File: src/rtl/bit_entry_debouncer.sv
// bit_entry_debouncer: two raw push-buttons -> synchronised, debounced one-cycle bit strobes.
// Define BIT_HISTORY_EN to add an 8-bit history of accepted bits (newest in [0]).
module bit_entry_debouncer #(
  parameter int DEBOUNCE_CYCLES = 16,
  parameter int SYNC_STAGES     = 2
) (
  input  logic       clk,
  input  logic       rst_n,
  input  logic       ena,
  input  logic       btn0_in,
  input  logic       btn1_in,
  output logic       bit_valid,
  output logic       bit_value,
  output logic       busy,
`ifdef BIT_HISTORY_EN
  output logic       err,
  output logic [7:0] history
`else
  output logic       err
`endif
);

  localparam int CNT_W = (DEBOUNCE_CYCLES > 1) ? $clog2(DEBOUNCE_CYCLES) : 1;
  localparam logic [CNT_W-1:0] CNT_LAST = CNT_W'(DEBOUNCE_CYCLES - 1);

  typedef enum logic [1:0] {
    IDLE         = 2'd0,
    PRESS_WAIT   = 2'd1,
    HELD         = 2'd2,
    RELEASE_WAIT = 2'd3
  } state_t;

  logic [SYNC_STAGES-1:0] sync0_q, sync0_d;
  logic [SYNC_STAGES-1:0] sync1_q, sync1_d;
  logic                   s0, s1;

  state_t           state_q, state_d;
  logic [CNT_W-1:0] cnt_q, cnt_d;
  logic             cand_q, cand_d;
  logic             bit_valid_q, bit_valid_d;
  logic             bit_value_q, bit_value_d;
  logic             err_q, err_d;
  logic             cand_btn, other_btn;

`ifdef BIT_HISTORY_EN
  logic [7:0] history_q, history_d;
`endif

  // Synchronisers run regardless of ena so the FSM never sees stale samples on resume.
  always_comb begin
    sync0_d = {sync0_q[SYNC_STAGES-2:0], btn0_in};
    sync1_d = {sync1_q[SYNC_STAGES-2:0], btn1_in};
  end

  assign s0        = sync0_q[SYNC_STAGES-1];
  assign s1        = sync1_q[SYNC_STAGES-1];
  assign cand_btn  = cand_q ? s1 : s0;
  assign other_btn = cand_q ? s0 : s1;

  always_comb begin
    state_d     = state_q;
    cnt_d       = cnt_q;
    cand_d      = cand_q;
    bit_valid_d = 1'b0;
    bit_value_d = bit_value_q;
    err_d       = 1'b0;
`ifdef BIT_HISTORY_EN
    history_d   = history_q;
`endif
    if (ena) begin
      case (state_q)
        IDLE: begin
          if (s0 && s1) begin
            err_d   = 1'b1;
            state_d = RELEASE_WAIT;
            cnt_d   = '0;
          end else if (s0 || s1) begin
            state_d = PRESS_WAIT;
            cand_d  = s1;
            cnt_d   = '0;
          end
        end
        PRESS_WAIT: begin
          if (other_btn) begin
            err_d   = 1'b1;
            state_d = RELEASE_WAIT;
            cnt_d   = '0;
          end else if (!cand_btn) begin
            state_d = IDLE;
          end else if (cnt_q == CNT_LAST) begin
            state_d     = HELD;
            bit_valid_d = 1'b1;
            bit_value_d = cand_q;
`ifdef BIT_HISTORY_EN
            history_d   = {history_q[6:0], cand_q};
`endif
          end else begin
            cnt_d = cnt_q + CNT_W'(1);
          end
        end
        HELD: begin
          if (!s0 && !s1) begin
            state_d = RELEASE_WAIT;
            cnt_d   = '0;
          end
        end
        RELEASE_WAIT: begin
          // Any bounce during release restarts the quiet window.
          if (s0 || s1) begin
            cnt_d = '0;
          end else if (cnt_q == CNT_LAST) begin
            state_d = IDLE;
          end else begin
            cnt_d = cnt_q + CNT_W'(1);
          end
        end
        default: state_d = IDLE;
      endcase
    end
  end

  always_ff @(posedge clk or negedge rst_n) begin
    if (!rst_n) begin
      sync0_q     <= '0;
      sync1_q     <= '0;
      state_q     <= IDLE;
      cnt_q       <= '0;
      cand_q      <= 1'b0;
      bit_valid_q <= 1'b0;
      bit_value_q <= 1'b0;
      err_q       <= 1'b0;
`ifdef BIT_HISTORY_EN
      history_q   <= '0;
`endif
    end else begin
      sync0_q     <= sync0_d;
      sync1_q     <= sync1_d;
      state_q     <= state_d;
      cnt_q       <= cnt_d;
      cand_q      <= cand_d;
      bit_valid_q <= bit_valid_d;
      bit_value_q <= bit_value_d;
      err_q       <= err_d;
`ifdef BIT_HISTORY_EN
      history_q   <= history_d;
`endif
    end
  end

  assign bit_valid = bit_valid_q;
  assign bit_value = bit_value_q;
  assign err       = err_q;
  assign busy      = (state_q != IDLE);
`ifdef BIT_HISTORY_EN
  assign history   = history_q;
`endif

endmodule
File: config.mk
export PLATFORM = sky130hd
export DESIGN_NAME = bit_entry_debouncer
export DESIGN_NICKNAME = d
export VERILOG_FILES = /design/src/rtl/bit_entry_debouncer.sv
export SDC_FILE = /design/constraint.sdc
export NUM_CORES = 1
export LEC_CHECK = 0
export CAP_MARGIN = 10
export CORE_UTILIZATION = 45
export CTS_CLUSTER_DIAMETER = 200
export DETAILED_ROUTE_END_ITERATION = 7
export HOLD_SLACK_MARGIN = 0.08
export PLACE_DENSITY_LB_ADDON = 0.25
export SLEW_MARGIN = 10
export SYNTH_ARGS = -nofsm -noshare
export SYNTH_HDL_FRONTEND = slang
export SYNTH_SLANG_ARGS = --single-unit
File: constraint.sdc
create_clock -name clk -period 2.2 [get_ports clk]
set_input_delay 0.22 -clock clk [delete_from_list [all_inputs] [get_ports clk]]
set_output_delay 0.22 -clock clk [all_outputs]
set_load 0.02 [all_outputs]
==> results.yml, run 1 <==
status:
  status: "finished, final reports clean"
worst_setup_path:
  reg2reg_depth: 4
  cp_max_fo: 11
  crit_path_end_kind: "output pin"
  critical_path_class: "register to output pin"
  cp.arrival_ns: 1.64
  worstSetupStartpointType: "register"
  crit_required_ns: 1.98
place:
  dpl.hpwl_um: 992
  place_ws_ns: 0.635
  dp.cells: 105
  place_congestion: 0.742
  portBuffers: 8
clock_tree:
  clock_path_buffers: 2
  insertion_delay_ns: 0.28
  post-cts-setup-buffer-count: 0
  cts-root-buf: "clkbuf_4"
  cts_tree: "built"
  ctsResizeCount: 0
  cts_buffers: 3
  h-tree-depth: 1
  clkTransAtPathRegs_ns: 0.08
  postCtsHoldBufs: 0
  cts_sinks: 14
global_routing:
  grt_usage_pct: 16.7
  grt_max_degree: 16
  grt_antenna_before_repair: 0
  grt_pass1_vias: 530
  grt.overflow.total: 0
  grt_pass1_wl_um: 2310
power:
  leakage_nw: 0.370
  p_per_area_nw_per_um2: 621
  pwr-share-seq_pct: 53.0
  swShare_pct: 27.2
  switching_power_uw: 157
  p_total_uw: 578
  p_comb_share_pct: 15.3
  power.clock.fraction_pct: 31.7
  peakVddDrop_v: 0.000435
  internal_power_uw: 421
timing:
  report.final.slew_viol_count: 0
  hold_viol_final: 0
  max_freq_ghz: 0.538
  rsz0062_at_grt: "no"
  setup_ws_ns: 0.342
  layout_min_cycle_time_ns: 1.86
  max_slew_margin_pct: 60.2
  finalSetupTns_ns: 0
  worstMarginPinSlew_ns: 0.596
  finalClockSkew_ns: 0.00425
  min_period_over_period_pct: 84.5
  finalSetupViolations: 0
routing:
  dr.pass1.iters: 4
  drtAntennaViolNets: 0
  wl_per_cell_um: 12.2
  route.detailed.drc: 0
  routed_via_density: 5.44
  drt_iter0_drc: 13
  wl_um: 1330
  dr_total_vias: 593
synth:
  synthFlopType: "dfrtp_1"
  synth_seq_area_share_pct: 43.2
  syn_inst: 77
  synthTopCellsByArea: "dfrtp_1 (43%), a21oi_1 (4.3%), a221oi_4 (3.2%)"
  syn_area_um2: 811
  syn-num-nets: 83
  synth_edf_count: 0
  synth.top_cell.area_share_pct: 43.2
  synthArstFlopShare_pct: 100
  synth-seq-cells: 14
  yosysUniqueCellTypes: 41
  syn_area_per_cell_um2: 10.5
  synth.largest_area_cell: "dfrtp_1"
  yosysWarnings: 0
floorplanning:
  ioPinCount: 9
  num_rows: 14
  die_y_um: 44.4
  core_um2: 1590
  die_width_um: 44.4
  die-area_um2: 1980
  start_util_pct: 50.9
final_layout:
  nFillCells: 127
  finalNetCount: 92
  area.sequential_um2: 350
  num_antenna_cells: 0
  multi_input_area_um2: 412
  final_cells: 109
  drive_above_1_share_pct: 17.6
  area_delta_synth_final_pct: 14.8
worst_hold_path:
  hold_path_class: "input port to async pin"
run:
  cap_viol_max_count: 0
[flip-flops by register name, indices dropped and copies added (netlist names)]
name,cells
err,1
sync0_q,2
sync1_q,2
cand_q,1
bit_valid,1
state_q,2
cnt_q,4
bit_value,1
[path summary, 6_finish.rpt]
kind,from,endpoint,slack [ns]
min in group clk,sync1_q[0]$_DFF_PN0_,sync1_q[1]$_DFF_PN0_,0.36
setup reg to reg,sync0_q[1]$_DFF_PN0_,bit_value$_DFFE_PN0P_,0.63
setup / recovery,state_q[0]$_DFFE_PN0P_,busy,0.34
hold / removal,rst_n,state_q[0]$_DFFE_PN0P_,0.31
max in group asynchronous,rst_n,sync0_q[0]$_DFF_PN0_,1.50
hold reg to reg,sync1_q[0]$_DFF_PN0_,sync1_q[1]$_DFF_PN0_,0.36
[area by class of cell]
type | instances | share of cell area, %
multi-input combinational | 55 | 44.2
inverter | 2 | 0.806
timing repair buffer | 10 | 10.2
tap | 24 | 3.23
clock buffer | 4 | 3.90
sequential | 14 | 37.6
[per-layer routing]
| layer | share of wire (%) | global-route usage (%) | wire (um) |
|---|---|---|---|
| met5 | 0 | 0 | 0 |
| met4 | 1.3 | 9.09 | 17 |
| met3 | 4.7 | 3.67 | 62 |
| met2 | 44 | 24.1 | 580 |
| met1 | 50 | 23.1 | 673 |
[power by group through the flow]
stage | Combinational (mW) | Sequential [mW] | Clock [mW]
3_5_place_dp | 0.0890 | 0.311 | 0
3_3_place_gp | 0.0870 | 0.310 | 0
6_report | 0.0885 | 0.306 | 0.183
4_1_cts | 0.0898 | 0.306 | 0.189
2_1_floorplan | 0.0900 | 0.291 | 0
5_1_grt | 0.100 | 0.310 | 0.205
[per-stage QoR]
stage          hold slack, ns  utilization, %  cell area, um^2
2_1_floorplan         -0.0756               -              811
3_3_place_gp            0.336            56.1              895
3_5_place_dp            0.343            56.1              895
4_1_cts                 0.335            58.4              931
5_1_grt                 0.351            58.4              931
6_report                0.309            58.4              931
[critical path, cell delays in order, from the launching register on]
cell             delay [ns]
dfrtp_1                0.50
or2_2                  0.33
clkdlybuf4s50_1        0.53
[cells in the mapped netlist, drive strengths merged, types with 2 or more instances]
library cell  number
nand3              3
nor3b              2
nand4              2
buf                6
nor2               2
nor2b              2
nand2              3
o21ai              5
a21oi              8
o211ai             2
o211a              2
nor3               3
dfrtp             14
nand2b             2
or2                2
inv                2
[logic make-up after synthesis]
kind of cell | Yosys count | synth area share (%)
fa+ha+maj | 2 | 2.78
xor+xnor | 1 | 1.08
simple gates | 26 | 20.4
flops | 14 | 43.2
mux | 2 | 2.62
buf+inv | 8 | 6.02
compound gates | 24 | 23.9
[placed cells by master, fill, tap and decap left out, types with 2 or more instances in the layout]
| cell type | n |
|---|---|
| nor3_1 | 2 |
| nor2_1 | 2 |
| o21ai_1 | 3 |
| nand3_1 | 3 |
| clkbuf_4 | 3 |
| inv_1 | 2 |
| a21oi_1 | 7 |
| clkdlybuf4s50_1 | 8 |
| buf_4 | 2 |
| nand2b_1 | 2 |
| dfrtp_1 | 14 |
| o211a_1 | 2 |
| nor2b_1 | 2 |
| nand4_1 | 2 |
| o21ai_0 | 2 |
| nand2_1 | 3 |
Note: power is estimated with default switching activity, not from simulation.
==> run 2: changes to the inputs <==
- clock period: 2.2 -> 1.8 ns (I/O delays scaled with it)
==> run 2 against run 1 <==
Against the previous run:
- via count is 7.6% higher
- clock power rose by 25%
- global-route usage up 2.0 points
- largest cell class unchanged
- combinational power rose by 24%
- wire length rose by 13%
- critical path depth grew 2
- first-iteration DRC count increased by 92%
- clock skew up 0.0019 ns
- worst setup slack worse by 0.16 ns
- critical path type is now register to register
- highest routed layer unchanged
- utilization rose by 0.63 points
- count of clock-buffer cells in the layout stayed put
==> results.yml, run 2 (same netlist as run 1, synthesis figures left out) <==
timing:
  finalSetupTns_ns: 0
  report.final.slew_viol_count: 0
  layout_min_cycle_time_ns: 1.62
  max_slew_margin_pct: 57.4
  worstMarginPinSlew_ns: 0.637
  rsz0062_at_grt: "no"
  min_period_over_period_pct: 89.8
  finalSetupViolations: 0
  max_freq_ghz: 0.619
  hold_viol_final: 0
  finalClockSkew_ns: 0.00618
floorplanning:
  die-area_um2: 1980
  start_util_pct: 50.9
  num_rows: 14
  die_width_um: 44.4
  die_y_um: 44.4
  ioPinCount: 9
  core_um2: 1590
worst_setup_path:
  critical_path_class: "register to register"
  cp_max_fo: 15
  cp.arrival_ns: 1.79
  crit_required_ns: 1.98
  crit_path_end_kind: "register"
  worstSetupStartpointType: "register"
clock_tree:
  cts_buffers: 3
  insertion_delay_ns: 0.29
  cts-root-buf: "clkbuf_4"
  clkTransAtPathRegs_ns: 0.09
  cts_sinks: 14
  clock_path_buffers: 2
  cts_tree: "built"
  post-cts-setup-buffer-count: 0
  h-tree-depth: 1
final_layout:
  finalNetCount: 93
  largest-register: "cnt_q"
  fin_area_um2: 941
  final_common_cell: "dfrtp_1"
  layout_common_cells: "dfrtp_1 (14), a21oi_1 (7), clkdlybuf4s50_1 (7)"
  num_antenna_cells: 0
  largest_reg_flops: 4
  area_delta_synth_final_pct: 16.0
  drive_above_1_share_pct: 18.6
global_routing:
  met2_usage_pct: 30.6
  grt_use_met3_pct: 3.67
  grt_pass1_wl_um: 2610
  grt_antenna_before_repair: 0
  grt_most_used_layer: "met2"
  grt_usage_pct: 18.7
  grt.overflow.total: 0
  met1_usage_pct: 21.9
  grt_pass1_vias: 632
  grt_max_degree: 16
power:
  p_per_area_nw_per_um2: 759
  peakVddDrop_v: 0.000629
  leakage_nw: 0.375
  p_total_uw: 714
worst_hold_path:
  hold_path_class: "input port to async pin"
run:
  cap_viol_max_count: 0
routing:
  wl_per_cell_um: 13.7
  drtAntennaViolNets: 0
  dr_total_vias: 638
  routed_via_density: 5.80
  drt_iter0_drc: 25
  wl_um: 1510
  dr.pass1.iters: 4
  route.detailed.drc: 0
place:
  dpl_cell_area_um2: 902
  place_congestion: 0.758
  portBuffers: 8
  dpl.hpwl_um: 1040
status:
  status: "finished, final reports clean"
-- run 2: cell types whose count changed in the layout (fill, tap and decap cells not counted), sizes merged --
cell,delta
dlymetal6s2s,+1
clkdlybuf4s50,-1
buf,+1
-- run 2: worst paths after layout --
path | from | depth (start not counted) | slack (ns) | to
min reg2reg | sync0_q[0]$_DFF_PN0_ | 0 | 0.36 | sync0_q[1]$_DFF_PN0_
max reg2reg | sync0_q[1]$_DFF_PN0_ | 4 | 0.18 | bit_value$_DFFE_PN0P_
max in group asynchronous | rst_n | 1 | 1.11 | cnt_q[2]$_DFFE_PN0P_
min in group clk | btn0_in | 1 | 0.32 | sync0_q[0]$_DFF_PN0_
max | sync0_q[1]$_DFF_PN0_ | 4 | 0.18 | bit_value$_DFFE_PN0P_
min | rst_n | 1 | 0.28 | err$_DFF_PN0_
-- run 2: per-stage QoR --
step / instances / utilization (%) / hold WS [ns] / worst slack (ns)
global route: 110 / 59.0 / 0.324 / 0.0934
CTS: 110 / 58.9 / 0.301 / 0.0149
detailed placement: 106 / 56.6 / 0.337 / 0.210
finish: 110 / 59.0 / 0.278 / 0.183
floorplan: 77 / - / -0.116 / 0.436
global placement: 106 / 56.6 / 0.333 / 0.273
-- run 2: what timing repair did --
item	4_1_cts	5_1_grt
endpoints found under the setup margin	0	1
hold buffers	0	0
resized for setup	0	1
-- run 2: power by group --
part / switching [mW] / leakage [nW] / total, mW / internal, mW
registers: 0.0388 / 0.174 / 0.376 / 0.337
clock network: 0.105 / 0.0210 / 0.229 / 0.123
logic: 0.0545 / 0.180 / 0.110 / 0.0552
total: 0.199 / 0.375 / 0.714 / 0.516
-- run 2: final cells by class --
class	count	area (um^2)
sequential	14	350
clock buffer	4	36.3
timing repair buffer	11	105
fill	130	653
multi-input combinational	55	412
inverter	2	7.51
tap	24	30.0
-- run 2: routing by layer --
layer / part of all wire (%) / wire (um)
met2: 48 / 722
met1: 44 / 670
met4: 1.8 / 27
met3: 5.9 / 89
met5: 0 / 0
-- run 2: worst max-delay path, stage by stage (launching register included) --
cell,delay (ns)
dfrtp_1,0.63
nor3b_2,0.26
a21oi_2,0.06
nor3_2,0.22
mux2_1,0.34
==> run 3: changes to the inputs <==
- CTS_CLUSTER_DIAMETER: 200 -> default
==> results of run 3 <==
The final DEF is identical to that of run 2; final timing and power are the same.
